==> config.mk <==
export PLATFORM = sky130hd
export DESIGN_NAME = evento_arbiter
export DESIGN_NICKNAME = d
export VERILOG_FILES = /design/src/rtl/evento_arbiter_pkg.sv /design/src/rtl/evento_picker.sv /design/src/rtl/evento_arbiter.sv
export SDC_FILE = /design/constraint.sdc
export NUM_CORES = 1
export LEC_CHECK = 0
export CORE_MARGIN = 5
export CORE_UTILIZATION = 55
export CTS_BUF_LIST = sky130_fd_sc_hd__clkbuf_16
export DETAILED_ROUTE_END_ITERATION = 8
export HOLD_SLACK_MARGIN = 0.06
export PLACE_DENSITY = 0.81
export SLEW_MARGIN = 25
export SYNTH_ARGS = -nofsm -noshare
export SYNTH_HDL_FRONTEND = slang
export SYNTH_HIERARCHICAL = 1
export SYNTH_SLANG_ARGS = --single-unit
==> constraint.sdc <==
create_clock -name clk -period 4.4 [get_ports clk]
set_clock_uncertainty 0.15 [all_clocks]
set_input_delay 0.88 -clock clk [delete_from_list [all_inputs] [get_ports clk]]
set_output_delay 0.88 -clock clk [all_outputs]
set_load 0.05 [all_outputs]
==> src/rtl/evento_arbiter_pkg.sv <==
// rtl/evento_arbiter_pkg.sv - shared source indices, FSM states and helpers for evento_arbiter
//
// Purpose : common definitions imported by evento_arbiter and evento_picker.
//   SRC_*    : bit positions of the debounced inputs in src_level.
//   state_e  : 2-bit arbiter FSM encoding (ST_INIT, ST_IDLE, ST_OFFER, ST_BUSY).
//   wrap_next: index + 1, wrapping back to 0 at n.
package evento_arbiter_pkg;

  localparam int SRC_TEST     = 0;
  localparam int SRC_ENERGIA  = 1;
  localparam int SRC_MEDICINA = 2;
  localparam int SRC_ULT      = 3;
  localparam int SRC_FOT      = 4;

  typedef enum logic [1:0] {
    ST_INIT  = 2'd0,
    ST_IDLE  = 2'd1,
    ST_OFFER = 2'd2,
    ST_BUSY  = 2'd3
  } state_e;

  function automatic int wrap_next(int idx, int n);
    return (idx + 1 >= n) ? 0 : idx + 1;
  endfunction

endpackage

==> src/rtl/evento_picker.sv <==
// rtl/evento_picker.sv - combinational pending-source selector (round-robin or fixed priority)
//
// Purpose : choose one pending source.
//   pending_i : pending flags, one per source
//   ptr_i     : round-robin start index (ignored when rr_mode_i=0)
//   rr_mode_i : 1 = first pending at/after ptr_i with wrap, 0 = lowest pending index
//   onehot_o  : selected source, one-hot (all zero when nothing pending)
//   id_o      : selected source index
//   any_o     : at least one source pending
module evento_picker
  import evento_arbiter_pkg::*;
#(
  parameter int N_SRC = 5,
  parameter int ID_W  = 3
) (
  input  logic [N_SRC-1:0] pending_i,
  input  logic [ID_W-1:0]  ptr_i,
  input  logic             rr_mode_i,
  output logic [N_SRC-1:0] onehot_o,
  output logic [ID_W-1:0]  id_o,
  output logic             any_o
);

  assign any_o = |pending_i;

  always_comb begin
    int          idx;
    logic [ID_W-1:0] idx_s;
    logic        found;
    onehot_o = '0;
    id_o     = '0;
    found    = 1'b0;
    idx      = 0;
    idx_s    = '0;
    // Walk the sources in search order; in RR mode the order is rotated so
    // it starts at the pointer, otherwise it starts at index 0.
    for (int k = 0; k < N_SRC; k++) begin
      idx = rr_mode_i ? (int'(ptr_i) + k) : k;
      if (idx >= N_SRC) idx = idx - N_SRC;
      idx_s = ID_W'(idx);
      if (!found && pending_i[idx_s]) begin
        found           = 1'b1;
        onehot_o[idx_s] = 1'b1;
        id_o            = idx_s;
      end
    end
  end

endmodule

==> src/rtl/evento_arbiter.sv <==
// rtl/evento_arbiter.sv - debounced-level to one-shot event arbiter with valid/ready/done handshake
//
// Purpose : converts rising edges of debounced levels into pending events, offers
//   them one at a time to the mode FSM, and waits for completion before the next.
// Ports:
//   clk, reset_tmp      : clock, asynchronous active-high reset
//   src_level[N_SRC]    : debounced levels (test, energia, medicina, ult, fot)
//   ev_valid/ev_id/ev_onehot : offered event; ev_onehot is zero when ev_valid=0
//   ev_ready            : consumer accepts the offered event
//   ev_done             : consumer finished the accepted event (ignored outside BUSY)
//   busy                : high while waiting for ev_done
//   err_timeout         : 1-cycle pulse when the BUSY wait expires
//   drop_flags/clr_drop : sticky lost-event flags and their clear
//   ev_count            : per-source accept counters, CNT_W bits each
// Build option: EVENT_COUNT_EN enables saturating per-source counters; otherwise
//   ev_count is tied to zero.
module evento_arbiter
  import evento_arbiter_pkg::*;
#(
  parameter int N_SRC       = 5,
  parameter int ID_W        = 3,
  parameter int ARB_RR      = 1,
  parameter int TIMEOUT_CYC = 50000000,
  parameter int CNT_W       = 8
) (
  input  logic                   clk,
  input  logic                   reset_tmp,
  input  logic [N_SRC-1:0]       src_level,
  output logic                   ev_valid,
  output logic [ID_W-1:0]        ev_id,
  output logic [N_SRC-1:0]       ev_onehot,
  input  logic                   ev_ready,
  input  logic                   ev_done,
  output logic                   busy,
  output logic                   err_timeout,
  output logic [N_SRC-1:0]       drop_flags,
  input  logic                   clr_drop,
  output logic [N_SRC*CNT_W-1:0] ev_count
);

  localparam int TMR_W = $clog2(TIMEOUT_CYC + 1);
  localparam logic [TMR_W-1:0] TMR_LAST = TMR_W'(TIMEOUT_CYC - 1);

  state_e             state_q, state_d;
  logic [N_SRC-1:0]   prev_q;
  logic [N_SRC-1:0]   pending_q, pending_d;
  logic [N_SRC-1:0]   drop_q, drop_d;
  logic [N_SRC-1:0]   onehot_q, onehot_d;
  logic [ID_W-1:0]    id_q, id_d;
  logic [ID_W-1:0]    rr_q, rr_d;
  logic [TMR_W-1:0]   tmr_q, tmr_d;
  logic               err_q, err_d;

  logic [N_SRC-1:0]   rise;
  logic [N_SRC-1:0]   clr_pend;
  logic               accept;
  logic [N_SRC-1:0]   pick_onehot;
  logic [ID_W-1:0]    pick_id;
  logic               pick_any;

  // INIT only captures the levels, so anything already high at reset release
  // is treated as the baseline rather than as an edge.
  assign rise     = (state_q == ST_INIT) ? '0 : (src_level & ~prev_q);
  assign accept   = (state_q == ST_OFFER) && ev_ready;
  assign clr_pend = accept ? onehot_q : '0;

  // A rise in the same cycle the flag is consumed re-arms it and is not a loss.
  assign pending_d = (pending_q & ~clr_pend) | rise;
  // New drops are OR-ed after the clear so a simultaneous drop survives clr_drop.
  assign drop_d    = (drop_q & ~{N_SRC{clr_drop}}) | (rise & pending_q & ~clr_pend);

  evento_picker #(
    .N_SRC (N_SRC),
    .ID_W  (ID_W)
  ) u_picker (
    .pending_i (pending_q),
    .ptr_i     (rr_q),
    .rr_mode_i (ARB_RR != 0),
    .onehot_o  (pick_onehot),
    .id_o      (pick_id),
    .any_o     (pick_any)
  );

  always_comb begin
    state_d  = state_q;
    id_d     = id_q;
    onehot_d = onehot_q;
    rr_d     = rr_q;
    tmr_d    = '0;
    err_d    = 1'b0;
    case (state_q)
      ST_INIT: state_d = ST_IDLE;
      ST_IDLE: begin
        if (pick_any) begin
          id_d     = pick_id;
          onehot_d = pick_onehot;
          state_d  = ST_OFFER;
        end
      end
      ST_OFFER: begin
        if (ev_ready) begin
          rr_d    = ID_W'(wrap_next(int'(id_q), N_SRC));
          state_d = ST_BUSY;
        end
      end
      ST_BUSY: begin
        if (ev_done) begin
          state_d = ST_IDLE;
        end else if (tmr_q == TMR_LAST) begin
          err_d   = 1'b1;
          state_d = ST_IDLE;
        end else begin
          tmr_d = tmr_q + 1'b1;
        end
      end
      default: state_d = ST_INIT;
    endcase
  end

  always_ff @(posedge clk or posedge reset_tmp) begin
    if (reset_tmp) begin
      state_q   <= ST_INIT;
      prev_q    <= '0;
      pending_q <= '0;
      drop_q    <= '0;
      onehot_q  <= '0;
      id_q      <= '0;
      rr_q      <= '0;
      tmr_q     <= '0;
      err_q     <= 1'b0;
    end else begin
      state_q   <= state_d;
      prev_q    <= src_level;
      pending_q <= pending_d;
      drop_q    <= drop_d;
      onehot_q  <= onehot_d;
      id_q      <= id_d;
      rr_q      <= rr_d;
      tmr_q     <= tmr_d;
      err_q     <= err_d;
    end
  end

  assign ev_valid    = (state_q == ST_OFFER);
  assign ev_id       = id_q;
  assign ev_onehot   = ev_valid ? onehot_q : '0;
  assign busy        = (state_q == ST_BUSY);
  assign err_timeout = err_q;
  assign drop_flags  = drop_q;

`ifdef EVENT_COUNT_EN
  logic [CNT_W-1:0] cnt_q [N_SRC];

  always_ff @(posedge clk or posedge reset_tmp) begin
    if (reset_tmp) begin
      for (int i = 0; i < N_SRC; i++) cnt_q[i] <= '0;
    end else if (accept) begin
      for (int i = 0; i < N_SRC; i++) begin
        if (onehot_q[i] && (cnt_q[i] != {CNT_W{1'b1}})) cnt_q[i] <= cnt_q[i] + 1'b1;
      end
    end
  end

  for (genvar g = 0; g < N_SRC; g++) begin : g_cnt
    assign ev_count[g*CNT_W +: CNT_W] = cnt_q[g];
  end
`else
  assign ev_count = '0;
`endif

endmodule

==> After elaboration in Yosys (flattened, before gate mapping) <==
Index checks and enable logic that the tools add are counted.
{ "classes": {"add_sub_neg": 11, "order_cmp": 16, "n_eq_ne": 7, "muxes": 54, "n_bitwise": 14, "n_reduce_logical": 19} }
{ "ops": {"columns": ["cell", "n"], "rows": [
  ["2-to-1 mux 26 bit", 3],
  ["2-to-1 mux 5 bit", 8],
  ["2-to-1 mux 3 bit", 11],
  ["bitwise OR 5 bit", 6],
  ["adder 26 x 1 -> 26 bit (second input constant)", 1],
  ["equality test 26 bit (second input constant)", 1],
  ["AND 5 bit", 5],
  [">= comparator 4 x 3 -> 1 bit (second input constant)", 5],
  ["less-than comparator 3 x 4 -> 1 bit (second input constant)", 5],
  ["2-to-1 mux 1 bit", 17],
  ["binary-select mux 1 bit (select 3 bit)", 5],
  ["demux 1 bit (select 3 bit)", 5],
  [">= comparator 3 x 1 -> 1 bit (second input constant)", 5],
  ["NOT 5 bit", 3],
  ["subtractor 3 bit (second input constant)", 5],
  ["logical AND 1 bit", 10],
  ["adder 3 x 1 -> 4 bit (second input constant)", 2],
  ["adder 3 x 2 -> 4 bit (second input constant)", 2],
  ["2-to-1 mux 2 bit", 4],
  ["one-hot mux 2 bit (4 select lines)", 1],
  ["OR reduction 5 bit", 1],
  ["adder 3 x 3 -> 4 bit (second input constant)", 1],
  ["equality test 2 bit (second input constant)", 2],
  ["logical NOT 1 bit", 4],
  ["other kinds (8)", 9]
]} }
{ "totals": {"register_bits": 55, "input_bits": 10} }

==> Logic depth before layout (Yosys ltp) <==
Gate-level depths: netlist of the first run.
{ "logic_depth": {"ltp_word": 17, "depth_mapped": 15} }

==> By module <==
The synthesis of the first run kept the hierarchy.
{ "by_module_without_submodules": {"columns": ["module", "n_inst", "cells_per_inst", "area_per_inst_um2"], "rows": [
  ["evento_arbiter", 1, 299, 2899.0],
  ["evento_picker", 1, 199, 1366.3]
]} }

==> Least setup slack after synthesis of the first run <==
No wires, ideal clock.
{ "synth_timing": {"kind": "reg2reg", "from": "register rr_q[1]", "to": "register onehot_q[3]", "arrival_time_ns": 3.467, "slack_ns": 0.719, "path_stages_with_launch": 14, "period_less_slack_ns": 3.681, "cell_sequence": "dfrtp_1 -> clkbuf_1 -> inv_1 -> ha_1 -> clkbuf_1 -> nor2_1 -> mux2i_1 -> and2_4 -> mux2_4 -> o211ai_2 -> or3b_4 -> or4b_4 -> o221ai_2 -> mux2_2"} }
{ "synth_via": {"elab_chain_len": 17} }
{ "synth_rtl": {"columns": ["item", "line", "text"], "rows": [
  ["start: declaration", "evento_arbiter.sv:50", "logic [ID_W-1:0] rr_q, rr_d;"],
  ["start signal: assignment", "evento_arbiter.sv:138", "rr_q <= rr_d;"],
  ["branches (longest 16 deep; another with adder 3 x 1 -> 4 bit)", null, null],
  ["2-to-1 mux 5 bit *", "evento_picker.sv:41", "if (!found && pending_i[idx_s]) begin"],
  ["via pick_onehot[3]", "evento_arbiter.sv:57", "logic [N_SRC-1:0] pick_onehot;"],
  ["end signal: assignment", "evento_arbiter.sv:136", "onehot_q <= onehot_d;"],
  ["end: declaration", "evento_arbiter.sv:48", "logic [N_SRC-1:0] onehot_q, onehot_d;"]
]} }
Mark *: on every way through the listed nets, which the timed path passes. The select of a mux whose other input is x is not followed.
A chain may end at the register's enable or synchronous reset.

==> Worst setup path after layout of the first run <==
{ "layout_timing": {"from": "register rr_q[0]", "to": "register onehot_q[3]"} }
The elaborated chain is that of the path after synthesis.

==> results of run 1 <==
-- metrics by stage --
| stage | util, % | power, mW |
|---|---|---|
| detailed placement | 58.5 | 2.24 |
| global placement | 58.5 | 2.22 |
| floorplan | - | 1.89 |
| CTS | 60.3 | 2.62 |
| finish | 60.3 | 2.64 |
| global route | 60.3 | 2.81 |
-- state kept, by name (all words and copies together), names as in the netlist --
signal / flops
onehot_q: 5
pending_q: 5
rr_q: 3
err_timeout: 1
state_q: 2
prev_q: 5
tmr_q: 26
ev_id: 3
drop_flags: 5
-- worst min path at each step --
stage / from / cells past startpoint / to / slack, ns
floorplan: tmr_q[0] / 1 / tmr_q[0] / 0.30
global placement: tmr_q[0] / 1 / tmr_q[0] / 0.33
detailed placement: tmr_q[0] / 1 / tmr_q[0] / 0.33
CTS: tmr_q[0] / 1 / tmr_q[0] / 0.34
global route: tmr_q[0] / 1 / tmr_q[0] / 0.36
finish: tmr_q[0] / 1 / tmr_q[0] / 0.33
-- power by group through the flow --
| stage | clock network (mW) | registers [mW] | logic [mW] |
|---|---|---|---|
| global route | 0.411 | 0.729 | 1.67 |
| floorplan | 0 | 0.737 | 1.16 |
| finish | 0.379 | 0.717 | 1.54 |
| global placement | 0 | 0.718 | 1.50 |
| detailed placement | 0 | 0.722 | 1.52 |
| CTS | 0.386 | 0.713 | 1.52 |
-- cells in the final DEF (no fill, tap or decap), types with 10 or more instances in the layout --
cell	netlist	final
conb_1	2	45
inv_1	23	22
o21ai_0	23	23
dfrtp_1	55	55
and2_1	10	10
nand3_1	28	28
a21oi_1	18	18
nand2_1	52	52
clkdlybuf4s50_1	0	25
xnor2_1	11	11
ha_1	16	16
nor2_1	30	30
-- final cells by class --
cell class	count	area [um2]	area share (%)
multi-input cells	402	2570	55.6
flip-flops and latches	55	1380	29.8
repair buffers	33	310	6.72
well taps	102	128	2.77
clock buffers	5	125	2.71
inverters	25	93.8	2.03
clock inverters	3	15.0	0.325
-- worst register-to-register path, cell delays in order (launching register included) --
cell	delay (ns)
dfrtp_1	0.56
nand2_1	0.30
clkinv_1	0.31
ha_1	0.36
or3_1	0.34
a21oi_2	0.23
nor3_1	0.07
o21ai_0	0.30
nand2_2	0.09
or3b_4	0.42
or4b_4	0.54
o221ai_2	0.16
mux2_2	0.16
-- metal layers --
metal	GRT usage [%]	part of all wire, %	vias to the layer above
met5	0	0	-
met4	7.56	2.3	0
met3	3.21	4.6	22
met2	33.8	49	107
met1	26.5	44	1742
li1	-	-	1765
-- cells by family after synthesis --
group	after synthesis	synth area share (%)
compound gates	105	17.5
xor+xnor	17	3.93
fa+ha+maj	16	4.69
buf+inv	84	11.4
flops	55	32.3
mux	17	4.66
other cells	2	0.176
simple gates	202	25.4
==> metrics, run 1 <==
hold_ws=0.334 ns; Tmin final=4.06 ns; # diodes=0; Power Density=571 nW/um2; post-place setup slack=0.398 ns; Avg Cell Area, Syn=8.56 um2; leak pwr=1.94 nW; Die Ht=98.1 um; cell taking the most area after synthesis=dfrtp_1; Worst path depth=12; clock root cell=clkbuf_16; Synth Flop Type=dfrtp_1; GPL Wtd Cong=0.956; Switching Share=47.5%; Die W=98.1 um; FF-to-FF setup slack=0.34 ns; Hold Violations, Final=0; Initial Util=55.8%; sequential element share of the synthesized area=32.3%; CP arrival=4.14 ns; number of synthesized flops with an enable pin=0; gr ovfl total=0; Pre-Repair DR Iteration Count=4; IO Port Bufs=25; # fillers=644; vias in the first global route=3448; R2R depth=12; Mapped Area=4270 um2; Setup Total Neg Slack=0 ns; fmax=246 MHz; Setup crit start=rr_q[0]; Layout Nets=548; Slew headroom=41.3%; RR Startpoint=rr_q[0]; vias per cell=5.82; Setup crit end kind=flip-flop; gr usage total=20.3%; Post-CTS Setup Repair Bufs=0; clk slew on worst S/H paths=0.07 ns; min-delay worst type=flip-flop to flip-flop; Clk pwr share=14.4%; CTS max path bufs=2; Async S/R FF share, synth=100%; Synth top cells by count=dfrtp_1, nand2_1, buf_4; WL/cell=15.5 um; critical-path cell list=nand2_1, clkinv_1, ha_1, or3_1, a21oi_2, nor3_1, o21ai_0, nand2_2, or3b_4, or4b_4, o221ai_2, mux2_2; WP buf/inv=1; largest cells by area after synthesis=dfrtp_1, buf_4, ha_1, nand2_1, nand3_1; Inserted Clock Buffers=5; area share of the largest cell type after synthesis=32.3%; Remaining DRCs=0; initial DRC count=129; Cells after DPL=617; PostCTS Resize Cnt=0; Synth Instances=498; RR Endpoint=onehot_q[3]; fraction of layout cells with a size suffix above 1=8.99%; initial antenna violation count=0; latest clock arrival within the worst-skew pair=0.29 ns; CTS tree=done; Hold-fix buffers, CTS=0; # setup viols final=0; CTS Sinks=55; Max-Cap Viols=0; final non-filler cell total=625; P_sw=1.25 mW; Finished Cell Area=4610 um2; Final WS setup=0.340 ns; post-synth cell types=79; CTS H-tree depth=2; run status=finished clean; Yosys reg bits=55; max incr delay on CP=0.56 ns; Worst-Margin Slew=0.880 ns; CP startpoint kind=flip-flop; worst IR drop on VDD=0.000472 V; CORE AREA=7650 um2; via count=3636; Crit Path Category=flip-flop to flip-flop; Synth warnings=6; Tcrit/Tclk final=92.3%; DIE AREA=9620 um2; CP Data Required Time=4.48 ns; fin. max-slew vios=0; placed cell areas=4470 um2; first-pass GRT wire length=16300 um; HPWL after DPL=7300 um; Cell Int Power=1.38 mW; Worst Path Max Fanout=16; Post-DRT Antenna Nets=0; power share of the combinational group=58.4%; largest net degree at the start of global routing=43; IO Count=66; final wirelength=9700 um; RSZ-0062 raised after global routing=no; CP endpoint=onehot_q[3]; Slowest-stage cell, CP=dfrtp_1; most numerous cell in the Yosys netlist=dfrtp_1; Seq pwr share=27.2%; site row count=32; critical path's top delay family=simple AND/OR/NAND/NOR gates; area grow syn2layout=8.18%
(Power assumes the default switching activity.)
==> run 2, diff against run 1 <==
--- a/config.mk
+++ b/config.mk
@@ -10,6 +10,7 @@
 export CTS_BUF_LIST = sky130_fd_sc_hd__clkbuf_16
 export DETAILED_ROUTE_END_ITERATION = 8
 export HOLD_SLACK_MARGIN = 0.06
+export MAX_ROUTING_LAYER = met4
 export PLACE_DENSITY = 0.81
 export SLEW_MARGIN = 25
 export SYNTH_ARGS = -nofsm -noshare
==> run 2 against run 1 <==
Net effect: combinational power about the same; first-iteration DRC count grew 98%; routed wire length grew 3.6%; worst hold slack better by 0.0064 ns; critical path type unchanged; largest power group unchanged.
==> metrics, run 2 (synthesis gave the netlist of run 1 again) <==
run status=finished clean; Post-CTS Setup Repair Bufs=0; Initial Util=55.8%; power share of the combinational group=58.8%; IO Port Bufs=25; Worst-Margin Slew=0.889 ns; Worst Path Max Fanout=10; leak pwr=1.94 nW; Layout Nets=549; RSZ-0062 raised after global routing=no; Cell Int Power=1.39 mW; CTS tree=done; clock root cell=clkbuf_16; final wirelength=10100 um; Switching Share=47.7%; CTS Sinks=55; initial DRC count=255; clk slew on worst S/H paths=0.07 ns; Remaining DRCs=0; site row count=32; latest clock arrival within the worst-skew pair=0.29 ns; PostCTS Resize Cnt=0; WL/cell=16.1 um; Min-Delay Path Depth=1; CP Data Required Time=4.48 ns; # fillers=640; Power Density=575 nW/um2; Clk pwr share=14.5%; Worst Hold Launch=tmr_q[0]; Inserted Clock Buffers=5; Pwr Total=2.66 mW; Worst Hold Path EP=tmr_q[0]; Die Ht=98.1 um; worst IR drop on VDD=0.000346 V; # diodes=0; initial antenna violation count=0; gr ovfl total=0; # setup viols final=0; GPL Wtd Cong=1.03; fmax=249 MHz; Tcrit/Tclk final=91.3%; most common cell after layout, fill and taps aside=dfrtp_1; largest net degree at the start of global routing=42; Tmin final=4.02 ns; DIE AREA=9620 um2; Max-Cap Viols=0; CTS max path bufs=2; Crit Path Category=flip-flop to flip-flop; HPWL after DPL=7610 um; min-delay worst type=flip-flop to flip-flop; Hold Violations, Final=0; fin. max-slew vios=0; vias per cell=5.84; Pre-Repair DR Iteration Count=5; fraction of layout cells with a size suffix above 1=8.97%; Seq pwr share=26.7%; Hold-fix buffers, CTS=0; most frequent cells in the layout=dfrtp_1, nand2_1, conb_1, nor2_1, nand3_1; Post-DRT Antenna Nets=0; number of flip-flops in the largest register=26; IO Count=66; R2R depth=12; Setup Total Neg Slack=0 ns; area grow syn2layout=8.39%; CP startpoint kind=flip-flop; FF-to-FF setup slack=0.38 ns; CTS H-tree depth=2; CP arrival=4.09 ns; Setup crit end kind=flip-flop; most flop-heavy register=tmr_q; RR Startpoint=rr_q[0]; first-pass GRT wire length=16800 um; via count=3654; gr usage total=21.4%; RR Endpoint=onehot_q[3]; vias in the first global route=3474; Slew headroom=40.7%; Die W=98.1 um; P_sw=1.27 mW; CORE AREA=7650 um2
-- run 2: worst max-delay path by stage --
| stage | end | cells after the start | from | slack (ns) |
|---|---|---|---|---|
| CTS | onehot_q[3] | 12 | rr_q[0] | 0.42 |
| detailed placement | onehot_q[3] | 12 | rr_q[0] | 0.45 |
| global placement | onehot_q[3] | 11 | rr_q[1] | 0.59 |
| floorplan | onehot_q[3] | 13 | rr_q[1] | 0.72 |
| finish | onehot_q[3] | 12 | rr_q[0] | 0.38 |
| global route | onehot_q[3] | 11 | rr_q[0] | 0.21 |
-- run 2: stage by stage --
stage | instances | setup slack, ns | instance area [um2] | hold WS, ns | utilization, %
6_report | 626 | 0.384 | 4620 | 0.340 | 60.5
5_1_grt | 626 | 0.207 | 4620 | 0.356 | 60.5
4_1_cts | 626 | 0.417 | 4620 | 0.343 | 60.5
3_5_place_dp | 618 | 0.446 | 4480 | 0.333 | 58.6
3_3_place_gp | 618 | 0.590 | 4480 | 0.332 | 58.6
2_1_floorplan | 541 | 0.719 | 4430 | 0.305 | -
-- run 2: critical path, stage by stage (launching register included) --
cell      delay (ns)
dfrtp_1         0.48
nand2_1         0.27
clkinv_1        0.32
ha_1            0.35
or3_1           0.35
a21oi_2         0.24
nor2_2          0.10
a32oi_2         0.29
nand2_2         0.09
or3b_4          0.43
or4b_4          0.55
o221ai_2        0.17
mux2_2          0.17
-- run 2: area by class of cell --
| type | count | area, um2 | share of cell area [%] |
|---|---|---|---|
| clock inverters | 3 | 16.3 | 0.352 |
| inverters | 25 | 93.8 | 2.03 |
| multi-input cells | 402 | 2570 | 55.5 |
| flip-flops and latches | 55 | 1380 | 29.8 |
| repair buffers | 34 | 318 | 6.87 |
| well taps | 102 | 128 | 2.76 |
| clock buffers | 5 | 125 | 2.71 |
-- run 2: metal layers --
metal | vias to the layer above | share of wire (%) | track usage, %
met5 | - | 0 | -
met4 | 0 | 1.2 | 5.11
met3 | 15 | 6.7 | 2.79
met2 | 155 | 50 | 36.2
met1 | 1730 | 42 | 27.4
li1 | 1754 | - | -
-- run 2: power by group through the flow --
stage          Combinational, mW  Clock [mW]  Sequential [mW]
3_5_place_dp                1.54           0            0.714
2_1_floorplan               1.16           0            0.737
6_report                    1.56       0.386            0.710
5_1_grt                     1.70       0.418            0.718
3_3_place_gp                1.52           0            0.709
4_1_cts                     1.55       0.388            0.706
